### src/rtl/flappy_pkg.sv
// Shared game-wide types and screen geometry for the flappy pipeline.
// Y_GROUND is also used by color_mapper to draw the ground band.
package flappy_pkg;

    typedef enum logic [1:0] {
        IDLE   = 2'd0,
        FLYING = 2'd1,
        DEAD   = 2'd2
    } bird_state_t;

    localparam int SCREEN_W = 640;
    localparam int SCREEN_H = 480;
    localparam int Y_GROUND = 400;

endpackage

### src/rtl/edge_sync.sv
// Two-flop synchroniser followed by a registered rising-edge detector.
// o_pulse is a one-Clk pulse three Clk edges after i_async rises.
module edge_sync (
    input  logic Clk,
    input  logic Reset_n,
    input  logic i_async,
    output logic o_pulse
);

    logic r_meta;
    logic r_sync;
    logic r_sync_d;
    logic r_pulse;

    always_ff @(posedge Clk or negedge Reset_n) begin
        if (!Reset_n) begin
            r_meta   <= 1'b0;
            r_sync   <= 1'b0;
            r_sync_d <= 1'b0;
            r_pulse  <= 1'b0;
        end else begin
            r_meta   <= i_async;
            r_sync   <= r_meta;
            r_sync_d <= r_sync;
            r_pulse  <= r_sync & ~r_sync_d;
        end
    end

    assign o_pulse = r_pulse;

endmodule

### src/rtl/bird_physics.sv
// Bird position/velocity integrator, updated once per video frame, with
// ground/ceiling clamping and an IDLE/FLYING/DEAD state machine.
module bird_physics
    import flappy_pkg::*;
#(
    parameter int X_POS    = 160,
    parameter int Y_START  = 240,
    parameter int Y_GROUND = flappy_pkg::Y_GROUND,
    parameter int SIZE     = 4,
    parameter int FLAP_VEL = 6,
    parameter int VMAX     = 8,
    parameter int GRAV_DIV = 2
) (
    input  logic              Clk,
    input  logic              Reset_n,
    input  logic              frame_clk,
    input  logic              flap,
    output logic [9:0]        BirdX,
    output logic [9:0]        BirdY,
    output logic [9:0]        Bird_size,
    output logic [1:0]        bird_state,
    output logic              dead,
    output logic signed [7:0] bird_vel
);

    localparam logic signed [7:0]  LP_FLAP_V = 8'(-FLAP_VEL);
    localparam logic signed [7:0]  LP_VMAX   = 8'(VMAX);
    localparam logic signed [10:0] LP_SIZE   = 11'(SIZE);
    localparam logic signed [10:0] LP_GROUND = 11'(Y_GROUND);
    localparam logic [7:0]         LP_CNT_TOP = 8'(GRAV_DIV - 1);

    function automatic logic signed [7:0] vel_inc_sat(input logic signed [7:0] v);
        if (v >= LP_VMAX)
            return LP_VMAX;
        else
            return v + 8'sd1;
    endfunction

    logic w_frame_tick;
    logic w_flap_pulse;
    logic w_flap;

    bird_state_t      r_state;
    logic [9:0]       r_bird_y;
    logic signed [7:0] r_vel;
    logic [7:0]       r_grav_cnt;
    logic             r_flap_pend;
    logic             r_dead;

    logic signed [7:0]  w_vel_new;
    logic [7:0]         w_cnt_new;
    logic signed [10:0] w_y_next;
    logic signed [10:0] w_y_bottom;
    logic signed [10:0] w_y_top;

    edge_sync u_frame_sync (
        .Clk     (Clk),
        .Reset_n (Reset_n),
        .i_async (frame_clk),
        .o_pulse (w_frame_tick)
    );

    edge_sync u_flap_sync (
        .Clk     (Clk),
        .Reset_n (Reset_n),
        .i_async (flap),
        .o_pulse (w_flap_pulse)
    );

    // A flap edge landing on the tick cycle is folded into that tick.
    assign w_flap = r_flap_pend | w_flap_pulse;

    always_comb begin
        w_vel_new = r_vel;
        w_cnt_new = r_grav_cnt;
        if (w_flap) begin
            w_vel_new = LP_FLAP_V;
            w_cnt_new = 8'd0;
        end else if (r_grav_cnt == LP_CNT_TOP) begin
            w_vel_new = vel_inc_sat(r_vel);
            w_cnt_new = 8'd0;
        end else begin
            w_cnt_new = r_grav_cnt + 8'd1;
        end
        w_y_next   = $signed({1'b0, r_bird_y}) + {{3{w_vel_new[7]}}, w_vel_new};
        w_y_bottom = w_y_next + LP_SIZE;
        w_y_top    = w_y_next - LP_SIZE;
    end

    always_ff @(posedge Clk or negedge Reset_n) begin
        if (!Reset_n) begin
            r_state     <= IDLE;
            r_bird_y    <= 10'(Y_START);
            r_vel       <= 8'sd0;
            r_grav_cnt  <= 8'd0;
            r_flap_pend <= 1'b0;
            r_dead      <= 1'b0;
        end else begin
            r_flap_pend <= w_frame_tick ? 1'b0 : (r_flap_pend | w_flap_pulse);
            if (w_frame_tick) begin
                case (r_state)
                    IDLE: begin
                        if (w_flap) begin
                            r_state    <= FLYING;
                            r_vel      <= LP_FLAP_V;
                            r_grav_cnt <= 8'd0;
                            r_bird_y   <= 10'(Y_START - FLAP_VEL);
                        end
                    end
                    FLYING: begin
                        r_grav_cnt <= w_cnt_new;
                        if (w_y_bottom >= LP_GROUND) begin
                            r_bird_y <= 10'(Y_GROUND - SIZE);
                            r_vel    <= 8'sd0;
                            r_state  <= DEAD;
                            r_dead   <= 1'b1;
                        end else if (w_y_top < 11'sd0) begin
                            r_bird_y <= 10'(SIZE);
                            r_vel    <= 8'sd0;
                        end else begin
                            r_bird_y <= w_y_next[9:0];
                            r_vel    <= w_vel_new;
                        end
                    end
                    DEAD: begin
                        if (w_flap) begin
                            r_state    <= IDLE;
                            r_bird_y   <= 10'(Y_START);
                            r_vel      <= 8'sd0;
                            r_grav_cnt <= 8'd0;
                            r_dead     <= 1'b0;
                        end
                    end
                    default: r_state <= IDLE;
                endcase
            end
        end
    end

    assign BirdX      = 10'(X_POS);
    assign Bird_size  = 10'(SIZE);
    assign BirdY      = r_bird_y;
    assign bird_state = r_state;
    assign dead       = r_dead;
    assign bird_vel   = r_vel;

endmodule
### config.mk
export PLATFORM = sky130hd
export DESIGN_NAME = bird_physics
export DESIGN_NICKNAME = d
export VERILOG_FILES = /design/src/rtl/flappy_pkg.sv /design/src/rtl/edge_sync.sv /design/src/rtl/bird_physics.sv
export SDC_FILE = /design/constraint.sdc
export NUM_CORES = 1
export LEC_CHECK = 0
export ABC_CLOCK_PERIOD_IN_PS = 10900
export BUFFER_PORTS_ARGS = -buffer_cell sky130_fd_sc_hd__buf_4
export CAP_MARGIN = 10
export CELL_PAD_IN_SITES_DETAIL_PLACEMENT = 0
export CELL_PAD_IN_SITES_GLOBAL_PLACEMENT = 1
export CORE_UTILIZATION = 47
export CTS_CLUSTER_DIAMETER = 200
export DETAILED_ROUTE_END_ITERATION = 8
export PLACE_DENSITY = 0.9
export SLEW_MARGIN = 20
export SYNTH_ARGS = -nofsm -noshare
export SYNTH_HDL_FRONTEND = slang
export SYNTH_SLANG_ARGS = --single-unit
### constraint.sdc
create_clock -name Clk -period 10.9 [get_ports Clk]
set_input_delay 2.725 -clock Clk [delete_from_list [all_inputs] [get_ports Clk]]
set_output_delay 2.725 -clock Clk [all_outputs]
set_load 0.01 [all_outputs]
# Word-level counts from Yosys, hierarchy flattened
# Cells that the tools add are included.
# op_classes
bitwise_logic	5
n_eq_ne	7
n_lt_le_gt_ge	3
n_reduce_logical	9
n_mux	24
addsub	5
# op_table
op	count
$mux W8	9
$mux W10	4
$pmux W10 S3	1
$pmux W8 S3	1
$pmux W8 S2	1
$reduce_and A4 Y1	3
$add A10 B11 Y11	1
$add A11 B4 Y11 const B	1
$ge A11 B10 Y1 const B	1
$lt A11 B1 Y1 const B	1
$sub A11 B4 Y11 const B	1
$add A8 B1 Y8 const B	1
$add A8 B2 Y8 const B	1
$eq A8 B1 Y1 const B	1
$ge A8 B5 Y1 const B	1
$mux W2	3
$ne A2 B2 Y1 const B	3
$pmux W2 S3	1
$reduce_bool A2 Y1	2
$mux W1	3
$reduce_and A3 Y1	1
$reduce_bool A3 Y1	1
$and A1 B1 Y1	2
$eq A2 B1 Y1 const B	1
other kinds (7)	8
# word_totals
regBits	38
inputBits	4

# Depth between registers and ports, before layout
# logic_depth
ltp_word	10
mapped_depth	21

# Hierarchy
# A second synthesis with hierarchy kept.
# unflattened
cells_unflattened	351
area_unflattened_um2	3041.7
# modules_own_cells
module	n_inst	seq_area_each_um2	cells_per_inst	area_per_inst_um2
bird_physics	1	755.7	341	2813.9
edge_sync	2	100.1	5	113.9

# Worst setup path before layout
# No wires, ideal clock.
# synth_timing
path_type	flip-flop to flip-flop
startpoint	register r_grav_cnt[1]
endpoint	register r_state[0] (netlist: bird_state[0])
path_stages_with_launch	16
required_ps	10772
arrival_ps	4088
setup_slack_ps	6684
setup_time_ps	128
cell_sequence	dfrtp_1 > inv_1 > ha_1 > or4b_4 > nor2_1 > o221ai_1 > ha_1 > a21oi_1 > a2111oi_1 > nor3_1 > a311oi_2 > a2111oi_2 > a211oi_2 > o21ai_1 > a21oi_1 > mux2_1
# synth_via
elab_chain_cells	8
# synth_rtl
element	line_no	rtl
start: declaration	bird_physics.sv:46	logic [7:0] r_grav_cnt;
start signal: assignment	bird_physics.sv:111	r_grav_cnt <= w_cnt_new;
$eq A8 B1 Y1	bird_physics.sv:79	end else if (r_grav_cnt == LP_CNT_TOP) begin
$mux W8	bird_physics.sv:79	
$mux W8	bird_physics.sv:76	if (w_flap) begin
$add A10 B11 Y11	bird_physics.sv:85	w_y_next = $signed({1'b0, r_bird_y}) + {{3{w_vel_new[7]}}, w_vel_new};
$add A11 B4 Y11	bird_physics.sv:86	w_y_bottom = w_y_next + LP_SIZE;
$ge A11 B10 Y1	bird_physics.sv:112	if (w_y_bottom >= LP_GROUND) begin
$ne A2 B2 Y1 (no line)	n/a	
$reduce_and A4 Y1 (no line)	n/a	
end signal: assignment	bird_physics.sv:92	r_state <= IDLE;
end signal: assignment	bird_physics.sv:115	r_state <= DEAD;
end signal: assignment	bird_physics.sv:127	r_state <= IDLE;
end: declaration	bird_physics.sv:43	bird_state_t r_state;
# No other way between the ends.
# A chain may end at the register's enable or synchronous reset.

# Worst setup path after layout
# layout_timing
startpoint	register r_grav_cnt[1]
endpoint	register r_vel[0] (netlist: bird_vel[0])
# layout_via
elab_chain_cells	9
word_cells_on_any_way	11
cone_classes	add/sub: 3; order compare: 2; eq/ne: 1; mux: 5
# layout_rtl
element	line_no	rtl
$eq A8 B1 Y1 (*)	bird_physics.sv:79	
$mux W8 (*)	bird_physics.sv:79	
$mux W8 (*)	bird_physics.sv:76	
$add A10 B11 Y11	bird_physics.sv:85	
$sub A11 B4 Y11	bird_physics.sv:87	w_y_top = w_y_next - LP_SIZE;
$lt A11 B1 Y1	bird_physics.sv:117	end else if (w_y_top < 11'sd0) begin
$mux W8	bird_physics.sv:117	
$mux W8 (*)	bird_physics.sv:112	
$pmux W8 S3 (*)	bird_physics.sv:101	case (r_state)
end signal: assignment	bird_physics.sv:122	r_vel <= w_vel_new;
end: declaration	bird_physics.sv:45	logic signed [7:0] r_vel;
# Every way passes the cells marked *; elsewhere a longest branch is shown, timed or not.

==> metrics.sh <==
HTREEDEPTH=2
DRV.MAX_CAP_VIOLATION_COUNT=0
NUM_ANTENNA_CELLS=0
GR-TOTAL-OVERFLOW=0
POST_DETAILED_PLACEMENT_HALF_PERIMETER_WIRELENGTH_UM=5750
MAX_SLEW_HEADROOM_AT_THE_WORST_PIN_PCT=40.5
AVGVIACOUNTPERCELL=6.13
LEAK_PWR_nW=1.42
CTS_HOLD_BUF=0
R2R-START='r_grav_cnt[1]'
FIRST_PASS_GRT_WIRE_LENGTH_UM=11900
WORST_EP_REQUIRED_TIME_NS=11.08
CLOCK_NETWORK_LATENCY_TO_THE_LATER_PIN_OF_THE_WORST_SKEW_PAIR_NS=0.29
CTS.CLK_SLEW.WORST_PATHS_NS=0.07
SYNTHESIS.YOSYS.WARNINGS=0
CLOCK_TREE.ROOT_CELL='sky130_fd_sc_hd__clkbuf_8'
MAPPEDNETLISTAREA_UM2=3040
CTS.SINKS=38
SETUP_SLACK_NS=5.71
DIEWIDTH_UM=82.4
VIA_COUNT=2797
CRITICAL_PATH.SLOWEST_CELL='sky130_fd_sc_hd__a2111oi_1'
REG2REG_DEPTH=17
ANT_NETS=0
REMAINING_DRC_ERRORS=0
MAX-CLOCK-PATH-BUFFERS=2
TIGHTEST_HOLD_CHECK_TYPE='reg -> reg'
POST_ROUTE_CELLS_DRIVE_ABOVE_1_SHARE_PCT=14.2
TOTALNEGATIVESETUPSLACK_NS=0
TIMING_HOLD_VIOLATIONS_FINAL=0
REGISTER_TO_REGISTER_SETUP_SLACK_NS=5.71
CRIT_PATH_CELL_TRACE='inv_1 -> ha_1 -> nor4b_2 -> o211ai_1 -> nor2_1 -> a21oi_1 -> nor2_1 -> ha_1 -> a21oi_1 -> a2111oi_1 -> nor3_1 -> a311oi_2 -> nand4_1 -> nor3_1 -> nor4b_4 -> or2_1 -> a32o_1'
POST-PLACE-WS_NS=5.84
NETLIST-CELL-TYPE-COUNT=69
AVGROUTEDWIREPERCELL_UM=16.7
CORE_REGION_AREA_UM2=6060
FINALWORSTPATHREQUIREDPERIOD_NS=5.19
DESIGN.PORTCOUNT=45
GRT_SETUP_UNREPAIRED='no'
P_TOTAL_mW=1.07
DETAILEDROUTE.FIRSTPASSITERATIONCOUNT=5
DRTITER0DRC=337
TIMING.CLOCK.SKEW_NS=0.00977
NETLIST_INSTANCES=361
OVERALL_GLOBAL_ROUTING_RESOURCE_USAGE_PCT=23.7
RUN_STATUS='finished clean'
CRITICALPATHCATEGORY='reg -> reg'
PLACE.GP.CONGESTION=0.919
GRT_PASS1_VIAS=2437
DETAIL_ROUTE.WIRELENGTH_UM=7600
HOLD_DEPTH=0
FINALCRITPERIODSHARE_PCT=47.6
CTS.REPAIR.RESIZED=0
POWER-PER-CELL-AREA_nW_PER_UM2=323
NUMBER_OF_BUFFERS_ADDED_BY_THE_CLOCK_TREE_SYNTHESIS_STEP=5
ARRIVAL_NS=5.37
DIE_H_UM=82.4
LAYOUT_COMMON_CELLS='sky130_fd_sc_hd__dfrtp_1, sky130_fd_sc_hd__nor2_1, sky130_fd_sc_hd__o21ai_0, sky130_fd_sc_hd__nand2_1, sky130_fd_sc_hd__buf_4'
INITIAL_UTILIZATION_PCT=50.1
STARTPOINT_OF_THE_TIGHTEST_HOLD_CHECK_PATH='u_frame_sync.r_meta'
IO_BUFFER_COUNT=24
FINISH.NET_COUNT=402
FLOW.AREA_GROWTH_FROM_SYNTHESIS_PCT=8.90
CRIT_PATH_FROM='r_grav_cnt[1]'
MAXIMUM_NUMBER_OF_PINS_ON_ONE_NET_BEFORE_GLOBAL_ROUTE_REPAIR=39
SYNTH_EDF_COUNT=0
WHS_NS=0.358
POSTSYNTHREGISTERBITS=38
PATH_MAX_FANOUT=9
WORST_SETUP_PATH_END_KIND='flip-flop'
WORST-SLEW-PIN-TRANSITION_NS=0.890
MOSTFREQUENTLAYOUTCELL='sky130_fd_sc_hd__dfrtp_1'
ANTENNA_FOUND_INITIAL=0
FINAL_MAX_SLEW_VIOL_COUNT=0
POSTCTSSETUPREPAIRBUFS=0
PLACEMENTROWS=28
SYNTH_SEQ_AREA_SHARE_PCT=31.5
MAX_STAGE_DELAY_NS=0.87
TRITONCTS='done'
CP-START-KIND='flip-flop'
DIE_AREA_UM2=6790
SYNTH_FLOP_CELL='sky130_fd_sc_hd__dfrtp_1'
SETUP_VIOL=0
ASYNCSETRESETFLOPFRACSYNTH_PCT=100
VDD_IR_DROP_MAX_V=0.000173
SYN_AVG_CELL_AREA_UM2=8.42
FMAX_MHz=193
UTILIZATION_AFTER_LAYOUT_PCT=54.6
==> routing by layer <==
layer	GRT usage, %	vias up	routed length (um)
li1	-	1333	-
met1	32.7	1339	3450
met2	35.9	113	3550
met3	5.60	12	465
met4	8.77	0	124
met5	0	-	0
==> area by class of cell <==
| type | instances | area, um^2 |
|---|---|---|
| flip-flops and latches | 38 | 956 |
| multi-input cells | 292 | 1890 |
| fillers | 559 | 2750 |
| clock buffers | 7 | 86.3 |
| clock inverters | 1 | 30.0 |
| inverters | 19 | 71.3 |
| repair buffers | 24 | 180 |
| well taps | 75 | 93.8 |
==> registers in the layout, indices dropped and copies added (netlist names) <==
| name | cells |
|---|---|
| u_flap_sync.r_meta | 1 |
| dead | 1 |
| u_frame_sync.r_sync | 1 |
| bird_vel | 8 |
| u_frame_sync.r_meta | 1 |
| u_frame_sync.r_sync_d | 1 |
| BirdY | 10 |
| u_flap_sync.o_pulse | 1 |
| r_flap_pend | 1 |
| bird_state | 2 |
| u_flap_sync.r_sync | 1 |
| r_grav_cnt | 8 |
| u_flap_sync.r_sync_d | 1 |
| u_frame_sync.o_pulse | 1 |
==> path summary, 6_finish.rpt <==
kind / to
max: bird_vel[0]
min: u_frame_sync.r_sync
max reg2reg: bird_vel[0]
min reg2reg: u_frame_sync.r_sync
max in group asynchronous: BirdY[4]
min in group asynchronous: u_frame_sync.o_pulse
==> where the power goes <==
| group | switching, mW | internal, mW | total [mW] |
|---|---|---|---|
| clock | 0.0501 | 0.0746 | 0.125 |
| sequential | 0.0534 | 0.181 | 0.235 |
| combinational | 0.430 | 0.279 | 0.710 |
==> per-stage QoR <==
stage	std cells	instance area, um^2
final	456	3310
after CTS	456	3310
after floorplan	379	3110
after global routing	456	3310
after detailed placement	448	3190
after global placement	448	3190
==> synthesized netlist by cell type (3+ instances only) <==
| cell | instances | share of area, % |
|---|---|---|
| sky130_fd_sc_hd__dfstp_2 | 4 | 3.5 |
| sky130_fd_sc_hd__o21ai_1 | 5 | 0.82 |
| sky130_fd_sc_hd__o31ai_1 | 5 | 1.2 |
| sky130_fd_sc_hd__a32o_1 | 4 | 1.3 |
| sky130_fd_sc_hd__nand2b_1 | 4 | 0.82 |
| sky130_fd_sc_hd__o21ai_0 | 28 | 4.6 |
| sky130_fd_sc_hd__xnor2_1 | 6 | 1.7 |
| sky130_fd_sc_hd__buf_4 | 20 | 4.9 |
| sky130_fd_sc_hd__nor2b_1 | 6 | 1.2 |
| sky130_fd_sc_hd__ha_1 | 17 | 7.0 |
| sky130_fd_sc_hd__nor3_1 | 9 | 1.5 |
| sky130_fd_sc_hd__o21a_1 | 3 | 0.74 |
| sky130_fd_sc_hd__dfrtp_1 | 34 | 28 |
| sky130_fd_sc_hd__clkbuf_1 | 10 | 1.2 |
| sky130_fd_sc_hd__a31oi_1 | 7 | 1.4 |
| sky130_fd_sc_hd__inv_1 | 19 | 2.3 |
| sky130_fd_sc_hd__or2_2 | 6 | 1.2 |
| sky130_fd_sc_hd__a21oi_1 | 21 | 3.5 |
| sky130_fd_sc_hd__and3_1 | 10 | 2.1 |
| sky130_fd_sc_hd__nor2_1 | 33 | 4.1 |
| sky130_fd_sc_hd__nand3_1 | 12 | 2.0 |
| sky130_fd_sc_hd__o211ai_1 | 13 | 3.2 |
| sky130_fd_sc_hd__nand2_1 | 25 | 3.1 |
| sky130_fd_sc_hd__or3_1 | 4 | 0.82 |
==> cell families after synthesis <==
family / count (synthesis) / synth area share (%)
fa+ha+maj: 18 / 7.66
flops: 38 / 31.5
simple gates: 127 / 22.4
buf+inv: 49 / 8.53
xor+xnor: 7 / 2.02
mux: 2 / 0.700
compound gates: 118 / 26.9
other cells: 2 / 0.247
==> worst max-delay path, delay by kind of cell, from the launching register on <==
family,cells,cell delay [ns]
compound gates,6,2.16
fa+ha+maj,2,0.40
buf+inv,1,0.06
flops,1,0.41
simple gates,8,2.04
(Power assumes the default switching activity.)
